### config.mk
export PLATFORM = sky130hd
export DESIGN_NAME = rf_write_arbiter_flat
export DESIGN_NICKNAME = d
export VERILOG_FILES = /design/src/rtl/rf_write_arbiter_if.sv /design/src/rtl/rf_write_arbiter.sv /design/src/flat_wrapper.sv
export SDC_FILE = /design/constraint.sdc
export NUM_CORES = 1
export LEC_CHECK = 0
export CAP_MARGIN = 0
export CORE_MARGIN = 2
export CORE_UTILIZATION = 49
export CTS_CLUSTER_SIZE = 30
export DETAILED_ROUTE_END_ITERATION = 10
export PLACE_DENSITY = 0.79
export SYNTH_ARGS = -nofsm -noshare
export SYNTH_HDL_FRONTEND = slang
export SYNTH_SLANG_ARGS = --single-unit
### constraint.sdc
create_clock -name clk -period 3.5 [get_ports clk]
set_input_delay 0.525 -clock clk [delete_from_list [all_inputs] [get_ports clk]]
set_output_delay 0.525 -clock clk [all_outputs]
set_load 0.005 [all_outputs]
### src/rtl/rf_write_arbiter_if.sv
// Handshake and write-port bundle for rf_write_arbiter.
// RF_ARB_BYPASS_EN adds the byp_a/byp_hit/byp_data lookup signals.
interface rf_write_arbiter_if #(
    parameter int unsigned ADDR_WIDTH = 5,
    parameter int unsigned DATA_WIDTH = 32,
    parameter int unsigned FIFO_DEPTH = 2
);
    localparam int unsigned CNT_W = $clog2(FIFO_DEPTH) + 1;

    logic                  alu_valid;
    logic                  alu_ready;
    logic [ADDR_WIDTH-1:0] alu_rd;
    logic [DATA_WIDTH-1:0] alu_wd;

    logic                  lsu_valid;
    logic                  lsu_ready;
    logic [ADDR_WIDTH-1:0] lsu_rd;
    logic [DATA_WIDTH-1:0] lsu_wd;

    logic                  rf_we;
    logic [ADDR_WIDTH-1:0] rf_a3;
    logic [DATA_WIDTH-1:0] rf_wd;
    logic [CNT_W-1:0]      fifo_cnt;

`ifdef RF_ARB_BYPASS_EN
    logic [ADDR_WIDTH-1:0] byp_a;
    logic                  byp_hit;
    logic [DATA_WIDTH-1:0] byp_data;
`endif

    modport master (
        output alu_valid, alu_rd, alu_wd,
        input  alu_ready,
        output lsu_valid, lsu_rd, lsu_wd,
        input  lsu_ready,
        input  rf_we, rf_a3, rf_wd, fifo_cnt
`ifdef RF_ARB_BYPASS_EN
        ,
        output byp_a,
        input  byp_hit, byp_data
`endif
    );

    modport slave (
        input  alu_valid, alu_rd, alu_wd,
        output alu_ready,
        input  lsu_valid, lsu_rd, lsu_wd,
        output lsu_ready,
        output rf_we, rf_a3, rf_wd, fifo_cnt
`ifdef RF_ARB_BYPASS_EN
        ,
        input  byp_a,
        output byp_hit, byp_data
`endif
    );
endinterface

### src/rtl/rf_write_arbiter.sv
// Arbitrates the single register-file write port between ALU (priority) and a buffered LSU stream.
// RF_ARB_BYPASS_EN adds a combinational lookup over queued loads and the in-flight write.
module rf_write_arbiter #(
    parameter int unsigned ADDR_WIDTH   = 5,
    parameter int unsigned DATA_WIDTH   = 32,
    parameter int unsigned FIFO_DEPTH   = 2,
    parameter int unsigned STARVE_LIMIT = 3
) (
    input  logic             clk,
    input  logic             rst,
    rf_write_arbiter_if.slave bus
);
    localparam int unsigned PTR_W = $clog2(FIFO_DEPTH);
    localparam int unsigned CNT_W = PTR_W + 1;
    localparam int unsigned STV_W = $clog2(STARVE_LIMIT + 1);

    logic [ADDR_WIDTH-1:0] fifo_rd_q [FIFO_DEPTH];
    logic [DATA_WIDTH-1:0] fifo_wd_q [FIFO_DEPTH];
    logic [PTR_W-1:0]      head_q, tail_q;
    logic [CNT_W-1:0]      cnt_q, cnt_d;
    logic [STV_W-1:0]      starve_q, starve_d;

    logic                  rf_we_q;
    logic [ADDR_WIDTH-1:0] rf_a3_q;
    logic [DATA_WIDTH-1:0] rf_wd_q;

    logic                  fifo_empty, fifo_full;
    logic                  force_lsu;
    logic                  alu_ready, lsu_ready;
    logic                  grant_alu, grant_lsu, grant_any;
    logic                  enq;
    logic [ADDR_WIDTH-1:0] win_rd;
    logic [DATA_WIDTH-1:0] win_wd;

    assign fifo_empty = (cnt_q == '0);
    assign fifo_full  = (cnt_q == CNT_W'(FIFO_DEPTH));
    assign force_lsu  = !fifo_empty && (starve_q == STV_W'(STARVE_LIMIT));

    assign alu_ready  = !rst && !force_lsu;
    // Uses the current count: a full FIFO refuses even while it pops.
    assign lsu_ready  = !rst && !fifo_full;

    assign grant_alu  = bus.alu_valid && alu_ready;
    assign grant_lsu  = !rst && !fifo_empty && (force_lsu || !bus.alu_valid);
    assign grant_any  = grant_alu || grant_lsu;
    assign enq        = bus.lsu_valid && lsu_ready;

    assign win_rd = grant_lsu ? fifo_rd_q[head_q] : bus.alu_rd;
    assign win_wd = grant_lsu ? fifo_wd_q[head_q] : bus.alu_wd;

    always_comb begin
        cnt_d = cnt_q;
        unique case ({enq, grant_lsu})
            2'b10:   cnt_d = cnt_q + CNT_W'(1);
            2'b01:   cnt_d = cnt_q - CNT_W'(1);
            default: cnt_d = cnt_q;
        endcase
    end

    always_comb begin
        starve_d = starve_q;
        if (grant_lsu || fifo_empty) begin
            starve_d = '0;
        end else if (grant_alu && (starve_q != STV_W'(STARVE_LIMIT))) begin
            starve_d = starve_q + STV_W'(1);
        end
    end

    // Payload storage needs no reset; occupancy is tracked by cnt_q alone.
    always_ff @(posedge clk) begin
        if (enq) begin
            fifo_rd_q[tail_q] <= bus.lsu_rd;
            fifo_wd_q[tail_q] <= bus.lsu_wd;
        end
    end

    always_ff @(posedge clk) begin
        if (rst) begin
            head_q   <= '0;
            tail_q   <= '0;
            cnt_q    <= '0;
            starve_q <= '0;
            rf_we_q  <= 1'b0;
            rf_a3_q  <= '0;
            rf_wd_q  <= '0;
        end else begin
            cnt_q    <= cnt_d;
            starve_q <= starve_d;
            if (enq) begin
                tail_q <= tail_q + PTR_W'(1);
            end
            if (grant_lsu) begin
                head_q <= head_q + PTR_W'(1);
            end
            // Writes to x0 are consumed but never reach the register file.
            rf_we_q <= grant_any && (win_rd != '0);
            if (grant_any) begin
                rf_a3_q <= win_rd;
                rf_wd_q <= win_wd;
            end
        end
    end

    assign bus.alu_ready = alu_ready;
    assign bus.lsu_ready = lsu_ready;
    assign bus.rf_we     = rf_we_q;
    assign bus.rf_a3     = rf_a3_q;
    assign bus.rf_wd     = rf_wd_q;
    assign bus.fifo_cnt  = cnt_q;

`ifdef RF_ARB_BYPASS_EN
    logic                  byp_hit;
    logic [DATA_WIDTH-1:0] byp_data;
    logic [PTR_W-1:0]      byp_idx;

    // Scan oldest to youngest so the tail-most FIFO match overrides the in-flight write.
    always_comb begin
        byp_hit  = 1'b0;
        byp_data = '0;
        byp_idx  = '0;
        if (bus.byp_a != '0) begin
            if (rf_we_q && (rf_a3_q == bus.byp_a)) begin
                byp_hit  = 1'b1;
                byp_data = rf_wd_q;
            end
            for (int i = 0; i < FIFO_DEPTH; i++) begin
                byp_idx = head_q + PTR_W'(i);
                if ((CNT_W'(i) < cnt_q) && (fifo_rd_q[byp_idx] == bus.byp_a)) begin
                    byp_hit  = 1'b1;
                    byp_data = fifo_wd_q[byp_idx];
                end
            end
        end
    end

    assign bus.byp_hit  = byp_hit;
    assign bus.byp_data = byp_data;
`endif

    a_one_grant: assert property (@(posedge clk) disable iff (rst) !(grant_alu && grant_lsu));
    a_cnt_range: assert property (@(posedge clk) disable iff (rst) cnt_q <= CNT_W'(FIFO_DEPTH));
    a_starve_range: assert property (@(posedge clk) disable iff (rst)
                                     starve_q <= STV_W'(STARVE_LIMIT));
endmodule

### src/flat_wrapper.sv
// flat-port wrapper written by rule: the top's interface ports become plain ports
module rf_write_arbiter_flat 
#(
    parameter int unsigned ADDR_WIDTH   = 5,
    parameter int unsigned DATA_WIDTH   = 32,
    parameter int unsigned FIFO_DEPTH   = 2,
    parameter int unsigned STARVE_LIMIT = 3
)
  (clk, rst, bus_alu_valid, bus_alu_rd, bus_alu_wd, bus_alu_ready, bus_lsu_valid, bus_lsu_rd, bus_lsu_wd, bus_lsu_ready, bus_rf_we, bus_rf_a3, bus_rf_wd, bus_fifo_cnt);
  rf_write_arbiter_if #(.ADDR_WIDTH(ADDR_WIDTH), .DATA_WIDTH(DATA_WIDTH), .FIFO_DEPTH(FIFO_DEPTH)) bus_i ();
  input  logic clk;
  input  logic rst;
  input wire logic [$bits(bus_i.alu_valid)-1:0] bus_alu_valid;
  input wire logic [$bits(bus_i.alu_rd)-1:0] bus_alu_rd;
  input wire logic [$bits(bus_i.alu_wd)-1:0] bus_alu_wd;
  output wire logic [$bits(bus_i.alu_ready)-1:0] bus_alu_ready;
  input wire logic [$bits(bus_i.lsu_valid)-1:0] bus_lsu_valid;
  input wire logic [$bits(bus_i.lsu_rd)-1:0] bus_lsu_rd;
  input wire logic [$bits(bus_i.lsu_wd)-1:0] bus_lsu_wd;
  output wire logic [$bits(bus_i.lsu_ready)-1:0] bus_lsu_ready;
  output wire logic [$bits(bus_i.rf_we)-1:0] bus_rf_we;
  output wire logic [$bits(bus_i.rf_a3)-1:0] bus_rf_a3;
  output wire logic [$bits(bus_i.rf_wd)-1:0] bus_rf_wd;
  output wire logic [$bits(bus_i.fifo_cnt)-1:0] bus_fifo_cnt;
  assign bus_i.alu_valid = bus_alu_valid;
  assign bus_i.alu_rd = bus_alu_rd;
  assign bus_i.alu_wd = bus_alu_wd;
  assign bus_alu_ready = bus_i.alu_ready;
  assign bus_i.lsu_valid = bus_lsu_valid;
  assign bus_i.lsu_rd = bus_lsu_rd;
  assign bus_i.lsu_wd = bus_lsu_wd;
  assign bus_lsu_ready = bus_i.lsu_ready;
  assign bus_rf_we = bus_i.rf_we;
  assign bus_rf_a3 = bus_i.rf_a3;
  assign bus_rf_wd = bus_i.rf_wd;
  assign bus_fifo_cnt = bus_i.fifo_cnt;
  rf_write_arbiter #(.ADDR_WIDTH(ADDR_WIDTH), .DATA_WIDTH(DATA_WIDTH), .FIFO_DEPTH(FIFO_DEPTH), .STARVE_LIMIT(STARVE_LIMIT)) u_core (.clk(clk), .rst(rst), .bus(bus_i));
endmodule
## Yosys cells after proc, flatten, opt, wreduce, memory -nomap -nowiden

Memories as Yosys holds them, arrays and structs flattened. A register that Yosys moved wholly into a read port is not among the register bits.
Index checks and enable logic that the tools add are counted.

- RAM bits: 74
- Register bits after elaboration: 44
- Input port bits: 78
- Memories: 2
- Output and inout port bits: 42

- Add/sub/neg operators: 5
- Reduce and logical (&&, ||, !) cells: 21
- Multiplexer cells: 9
- Equality and inequality tests: 5

Memory list:

| name | depth | bits a word | rd ports | clocked after memory_dff | write ports | line | RTL |
|---|---|---|---|---|---|---|---|
| u_core.fifo_wd_q | 2 | 32 | 1 | 1 | 1 | rf_write_arbiter.sv:18 | `logic [DATA_WIDTH-1:0] fifo_wd_q [FIFO_DEPTH];` |
| u_core.fifo_rd_q | 2 | 5 | 1 | 1 | 1 | rf_write_arbiter.sv:17 | `logic [ADDR_WIDTH-1:0] fifo_rd_q [FIFO_DEPTH];` |

Operators by type and width:

| kind | count |
|---|---|
| $mux 32 | 1 |
| $logic_and 1x1->1 | 9 |
| $eq 2x2->1 const B | 3 |
| $mux 1 | 6 |
| $logic_not 1->1 | 5 |
| $mux 5 | 1 |
| $reduce_bool 5->1 | 1 |
| $add 2x1->2 const B | 2 |
| $pmux 2 s2 | 1 |
| $logic_or 1x1->1 | 3 |
| $add 1x1->1 const B | 2 |
| $eq 2x1->1 const B | 1 |
| $logic_not 2->1 | 1 |
| $ne 2x2->1 const B | 1 |
| $reduce_bool 2->1 | 1 |
| $reduce_or 2->1 | 1 |
| $sub 2x1->2 const B | 1 |

## Logic depth before layout (Yosys ltp)

Gate-level depths: netlist (run 1).

- Depth in word-level cells: 8
- Depth in mapped cells: 9
- Mapped depth without buffers: 7

## Least setup slack after synthesis (run 1)

OpenSTA, ideal clock, no wires.

- Path type: in2reg
- From: input port rst
- To: memory u_core.fifo_rd_q[0][0] (enable)
- Stages on the path: 4
- Data arrival time: 2.502 ns
- Slack: 0.567 ns
- Setup time: 0.431 ns
- Data required time: 3.069 ns
- Cells stage by stage: buf_6 -> inv_1 -> o211ai_1 -> nor2_1

- Longest elaborated chain between the ends: 5

RTL lines:

| element | line | RTL |
|---|---|---|
| start: declaration | flat_wrapper.sv:12 | `input logic rst;` |
| $logic_not 1->1 | rf_write_arbiter.sv:41 | `assign lsu_ready = !rst && !fifo_full;` |
| $logic_and 1x1->1 | rf_write_arbiter.sv:41 |  |
| $logic_and 1x1->1 | rf_write_arbiter.sv:46 | `assign enq = bus.lsu_valid && lsu_ready;` |
| $mux 1 | rf_write_arbiter.sv:71 | `if (enq) begin` |
| $mux 1 (implied by the code) | rf_write_arbiter.sv:72 | `fifo_rd_q[tail_q] <= bus.lsu_rd;` |
| end: declaration | rf_write_arbiter.sv:17 |  |

No other way between the ends.

## Final worst setup path (run 1)

- From: input port rst
- To: output port bus_lsu_ready

- Longest elaborated chain between the ends: 2

RTL lines:

| element | line | RTL |
|---|---|---|
| $logic_not 1->1 | rf_write_arbiter.sv:41 |  |
| $logic_and 1x1->1 | rf_write_arbiter.sv:41 |  |
| end: declaration | flat_wrapper.sv:20 | `output wire logic [$bits(bus_i.lsu_ready)-1:0] bus_lsu_ready;` |

No other way between the ends.

==> run metrics, run 1 <==
outcome=finished clean; number of global-route vias before repair=3,264; Clk pwr share=0.450; top cells by area, synth=edfxtp_1 (47%), dfxtp_1 (19%), mux2i_1 (7.9%); unique cell type count in the Yosys netlist=36; overall power=3.89 mW; Clk Latency, worst-skew pair=510 ps; core area=9280 um2; PD cells=592 nW/um2; CTS clk-pin slew, worst paths=60 ps; Syn Nets=421; clk_skew=20.1 ps; Crit path arrival time=2140 ps; CP cell instances=clkdlybuf4s50_1 > inv_1 > o21a_1 > clkdlybuf4s50_1; placed wire-length estimate=6.84 mm; Slew @ Worst Pin=1240 ps; slowest CP cell=clkdlybuf4s50_1; leakage power total=2.21 nW; Int Pwr=2.98 mW; H-tree depth=4; clock buffer depth=2; die area=10,400 um2; starting DRC count in detailed routing=87; Hold Path Class=reg2reg; Setup CP Type=in2out; WHS=454 ps; ANT cells=0; DRC violations left=0; FMAX=0.375 GHz; final worst-path cycle share=0.763; post-route antenna net violation count=0; via count=3,131; 1st-pass router iterations=4; FF+latch count, synth=119; synthesized area=4710 um2; register area=3120 um2; layout cell share with drive strength beyond 1=0.146; Mean Syn Cell Area=13.8 um2; critical path peak fanout=13; area leader, netlist=edfxtp_1; TritonCTS Buffers=17; Resize count post-CTS=0; Sw Pwr=0.909 mW; CTS tree=built; Initial Util=0.507; DR vias/cell=5.21; Clock Sinks=119; switching share of total power=0.234; most common cell after layout, fill and taps aside=clkdlybuf4s50_1; NumNets Final=539; Syn Inst Count=341; final hold viol count=0; Rel. slew slack=0.171; yosys warns=0; combinational share of power=0.123; Worst VDD drop=0.000434 V; crit path launch type=input port; Post-synth EDFFs=74; Slowest Stage Delay on Critical Path=550 ps; max cap viols=0; routed length per placed instance=17.4 um; CP dominant cell by count=clkdlybuf4s50_1; initial antenna violation count=0; Fillers=653; Area Growth Syn to Fin=39.5%; main flop type after synthesis=edfxtp_1; total negative slack=0 ps; most frequent cells in the layout=clkdlybuf4s50_1 (119), edfxtp_1 (74), nand3_1 (48), dfxtp_1 (44), mux2i_1 (37); largest net degree at the start of global routing=54; CTS Hold Bufs=0; GR Util All Layers=0.212; Site Rows=35; Critical Path End Type=output pin; post-route minimum period=2670 ps; kind of cell adding the most delay to the critical path=buffers and inverters; sequential share of the synthesized area=0.663; Slew Viols, Final=0; Clock Tree Root=clkbuf_8; Req. time, crit path=2970 ps; setup violators final=0; post-synth top area share=0.472; async set-or-reset flop fraction in the synthesized netlist=0; port bufs=119; RSZ-0062 raised after global routing=false; total gr overflow=0; Die Ht=102 um; area of the multi-input gates=1410 um2; final wirelength=10.5 mm; CP bufs+invs=3; wire length of the first global-routing pass=16.1 mm; Die Width=102 um; Ports=120; post-CTS setup buffer count=0; RePlAce Congestion=0.710; Reg power frac=0.428
-- per-stage QoR --
stage,util,setup slack (ps),instances,area (um2)
after floorplan,-,567,341,4710
after detailed placement,0.642,636,569,5960
final,0.707,830,601,6570
after global routing,0.707,737,601,6570
after global placement,0.642,709,569,5960
after CTS,0.707,841,601,6570
-- cell families after synthesis --
group | Yosys count | synth area share
AO/OA/AOI/OAI | 59 | 0.0699
adder cells (fa/ha/maj) | 2 | 0.00532
multiplexers | 62 | 0.138
flip-flops | 119 | 0.663
buffers and inverters | 28 | 0.0417
XOR/XNOR | 4 | 0.00744
AND/OR/NAND/NOR | 67 | 0.0736
-- per-layer routing --
metal / GRT usage / wire length (um) / vias up
met5: 0 / 0 / -
met4: 0.0851 / 132 / 0
met3: 0.0622 / 543 / 10
met2: 0.379 / 5430 / 111
met1: 0.237 / 4380 / 1493
li1: - / - / 1517
-- worst paths after layout --
path	depth (start not counted)	endpoint	slack, ps	from
worst max-delay path	4	bus_lsu_ready	830	rst
worst min-delay path	1	u_core.starve_q[0]	450	u_core.starve_q[0]
worst max register to register	5	u_core.bus.rf_wd[2]	1090	u_core.bus.fifo_cnt[0]
worst min register to register	1	u_core.starve_q[0]	450	u_core.starve_q[0]
-- sequential cells by signal (all words and copies together), names as in the netlist, named ones only --
name	cells
u_core.tail_q	1
u_core.head_q	1
u_core.bus.fifo_cnt	2
u_core.bus.rf_a3	5
u_core.starve_q	2
u_core.fifo_wd_q	64
u_core.bus.rf_we	1
u_core.bus.rf_wd	32
u_core.fifo_rd_q	10
-- synth_stat cells (2+ instances only) --
master      n
buf_2       4
mux2i_1    37
nor4_1      2
buf_4       6
mux2_2     25
xnor2_1     3
a21oi_1     2
o2bb2ai_1   2
ha_1        2
dfxtp_1    45
inv_1       3
buf_8       3
o21ai_1    22
clkbuf_1    7
buf_6       4
nand3_1    48
nor2_1      7
nand2_1     2
o21ai_0    27
edfxtp_1   74
-- power by group through the flow --
stage	Sequential, mW	Clock, mW	Combinational [mW]
global route	1.67	1.83	0.517
detailed placement	1.69	0	0.478
global placement	1.69	0	0.465
CTS	1.66	1.77	0.483
finish	1.66	1.75	0.477
floorplan	1.67	0	0.228
-- cell type report --
cell class,instances,share of cell area
multi-input combinational,194,0.215
tap,129,0.0246
timing repair buffer,124,0.191
inverter,3,0.00171
clock buffer,17,0.0631
sequential,119,0.476
clock inverter,15,0.0293
Note: power is estimated with default switching activity, not from simulation.
==> run 2: changes to the inputs <==
--- a/config.mk
+++ b/config.mk
@@ -7,10 +7,10 @@
 export LEC_CHECK = 0
 export CAP_MARGIN = 0
 export CORE_MARGIN = 2
-export CORE_UTILIZATION = 49
+export CORE_UTILIZATION = 44
 export CTS_CLUSTER_SIZE = 30
 export DETAILED_ROUTE_END_ITERATION = 10
-export PLACE_DENSITY = 0.79
+export PLACE_DENSITY = 0.75
 export SYNTH_ARGS = -nofsm -noshare
 export SYNTH_HDL_FRONTEND = slang
 export SYNTH_SLANG_ARGS = --single-unit
==> constraint.sdc (replaced) <==
create_clock -name clk -period 2.4 [get_ports clk]
set_input_delay 0.36 -clock clk [delete_from_list [all_inputs] [get_ports clk]]
set_output_delay 0.36 -clock clk [all_outputs]
set_load 0.005 [all_outputs]
==> run metrics, run 2 (synthesis gave the netlist of run 1 again) <==
Area Growth Syn to Fin=41.0%; TritonCTS Buffers=17 (unchanged); routed length per placed instance=17.2 um (-1.4%); final hold viol count=0 (unchanged); RePlAce Congestion=0.741 (+4.4%); CTS clk-pin slew, worst paths=50 ps (about the same); Clk Latency, worst-skew pair=520 ps (about the same); final wirelength=10.6 mm (+0.86%); Die Ht=107 um (+5.3%); Crit path arrival time=1930 ps (-210 ps); DR vias/cell=5.17 (-0.68%); post-CTS setup buffer count=0 (unchanged); Resize count post-CTS=0 (unchanged); Setup CP Type=reg2out; Rel. slew slack=0.566 (+0.395); RSZ-0062 raised after global routing=false; clk_skew=4.88 ps (-15.2 ps); layout cell share with drive strength beyond 1=0.150 (+0.00413); CTS Hold Bufs=0 (unchanged); Die Width=107 um (+5.3%); NumNets Final=547 (+1.5%); Site Rows=37 (+5.7%); max reg flops=64 (unchanged); setup violators final=0 (unchanged); Slew @ Worst Pin=649 ps (-591 ps); number of global-route vias before repair=3,321 (+1.7%); 1st-pass router iterations=4 (unchanged); Top reg by flops=u_core.fifo_wd_q; starting DRC count in detailed routing=200 (+130%); Clock Tree Root=clkbuf_8; H-tree depth=4 (unchanged); met2 Use GR=0.330 (-0.0490); FMAX=0.437 GHz; GR Util All Layers=0.194 (-0.0178); post-route cell area=6640 um2 (+1.0%); met3 Track Usage GR=0.0757 (+0.0134); post-route minimum period=2290 ps; total gr overflow=0 (unchanged); placed wire-length estimate=6.95 mm (+1.5%); Critical Path End Type=output pin; via count=3,182 (+1.6%); critical path peak fanout=8 (-5); max cap viols=0 (unchanged); clock buffer depth=2 (unchanged); Req. time, crit path=2040 ps (-930 ps); Hold Path Class=in2reg; outcome=finished clean; Slew Viols, Final=0 (unchanged); largest net degree at the start of global routing=38 (-30%); ANT cells=0 (unchanged); Post-DP Area=6070 um2 (+1.8%); wire length of the first global-routing pass=16.5 mm (+2.3%); port bufs=119 (unchanged); Worst VDD drop=0.000467 V (+7.7%); CTS tree=built; Initial Util=0.454 (-0.0531); GRT met1 Usage=0.216 (-0.0209); initial antenna violation count=0 (unchanged); Fillers=819 (+25%); final worst-path cycle share=0.953; most frequent cells in the layout=clkdlybuf4s50_1 (119), edfxtp_1 (74), nand3_1 (48), dfxtp_1 (44), mux2i_1 (37); Ports=120 (unchanged); PD cells=842 nW/um2 (+42%); die area=11,500 um2 (+11%); crit path launch type=flop; most common cell after layout, fill and taps aside=clkdlybuf4s50_1; DRC violations left=0 (unchanged); WHS=422 ps (-31.9 ps); total negative slack=0 ps (unchanged); overall power=5.59 mW (+44%); Clock Sinks=119 (unchanged); post-route antenna net violation count=0 (unchanged); leakage power total=2.24 nW (+1.7%); gr busiest metal=met2; core area=10,400 um2 (+12%)
run 2: cell types whose count changed in the layout (fill, tap and decap cells not counted), sizes merged:
cell,change
buf,+8
inv,-5
clkbuf,+4
run 2: layer usage:
| layer | part of all wire | vias up |
|---|---|---|
| li1 | - | 1528 |
| met1 | 0.41 | 1519 |
| met2 | 0.50 | 116 |
| met3 | 0.069 | 19 |
| met4 | 0.024 | 0 |
| met5 | 0 | - |
run 2: metrics by stage:
step	cells	utilization	worst slack, ps
global placement	584	0.585	323
CTS	615	0.640	95.8
finish	615	0.640	113
global route	615	0.640	48.7
floorplan	341	-	-368
detailed placement	584	0.585	306
run 2: report_power, final:
part           internal, mW  switching, mW
logic                 0.434          0.298
clock network          1.59          0.850
registers              2.33         0.0809
run 2: critical path: stages (launching register included):
cell and delay, ps:
dfxtp_1 390, or2_1 320, a21oi_1 180, clkdlybuf4s50_1 520
run 2: cell type report:
cell class	count	area (um2)	area share
Timing Repair Buffer	132	1350	0.204
Clock buffer	21	439	0.0662
Sequential cell	119	3120	0.471
Multi-Input combinational cell	194	1410	0.213
Tap cell	136	170	0.0256
Inverter	3	11.3	0.00170
Clock inverter	10	129	0.0194
run 2: worst paths after layout:
path	startpoint	end	slack [ps]	depth (start not counted)
worst max-delay path	u_core.bus.fifo_cnt[0]	bus_alu_ready	110	3
worst min-delay path	bus_lsu_wd[11]	u_core.fifo_wd_q[0][11]	420	1
worst max register to register	u_core.bus.fifo_cnt[0]	u_core.bus.rf_wd[23]	610	5
worst min register to register	u_core.starve_q[0]	u_core.starve_q[0]	430	1
==> run 3: changes to the inputs <==
--- a/config.mk
+++ b/config.mk
@@ -5,7 +5,7 @@
 export SDC_FILE = /design/constraint.sdc
 export NUM_CORES = 1
 export LEC_CHECK = 0
-export CAP_MARGIN = 0
+export CAP_MARGIN = 20
 export CORE_MARGIN = 2
 export CORE_UTILIZATION = 44
 export CTS_CLUSTER_SIZE = 30
==> results of run 3 <==
The final DEF is identical to that of run 2; final timing and power are the same.
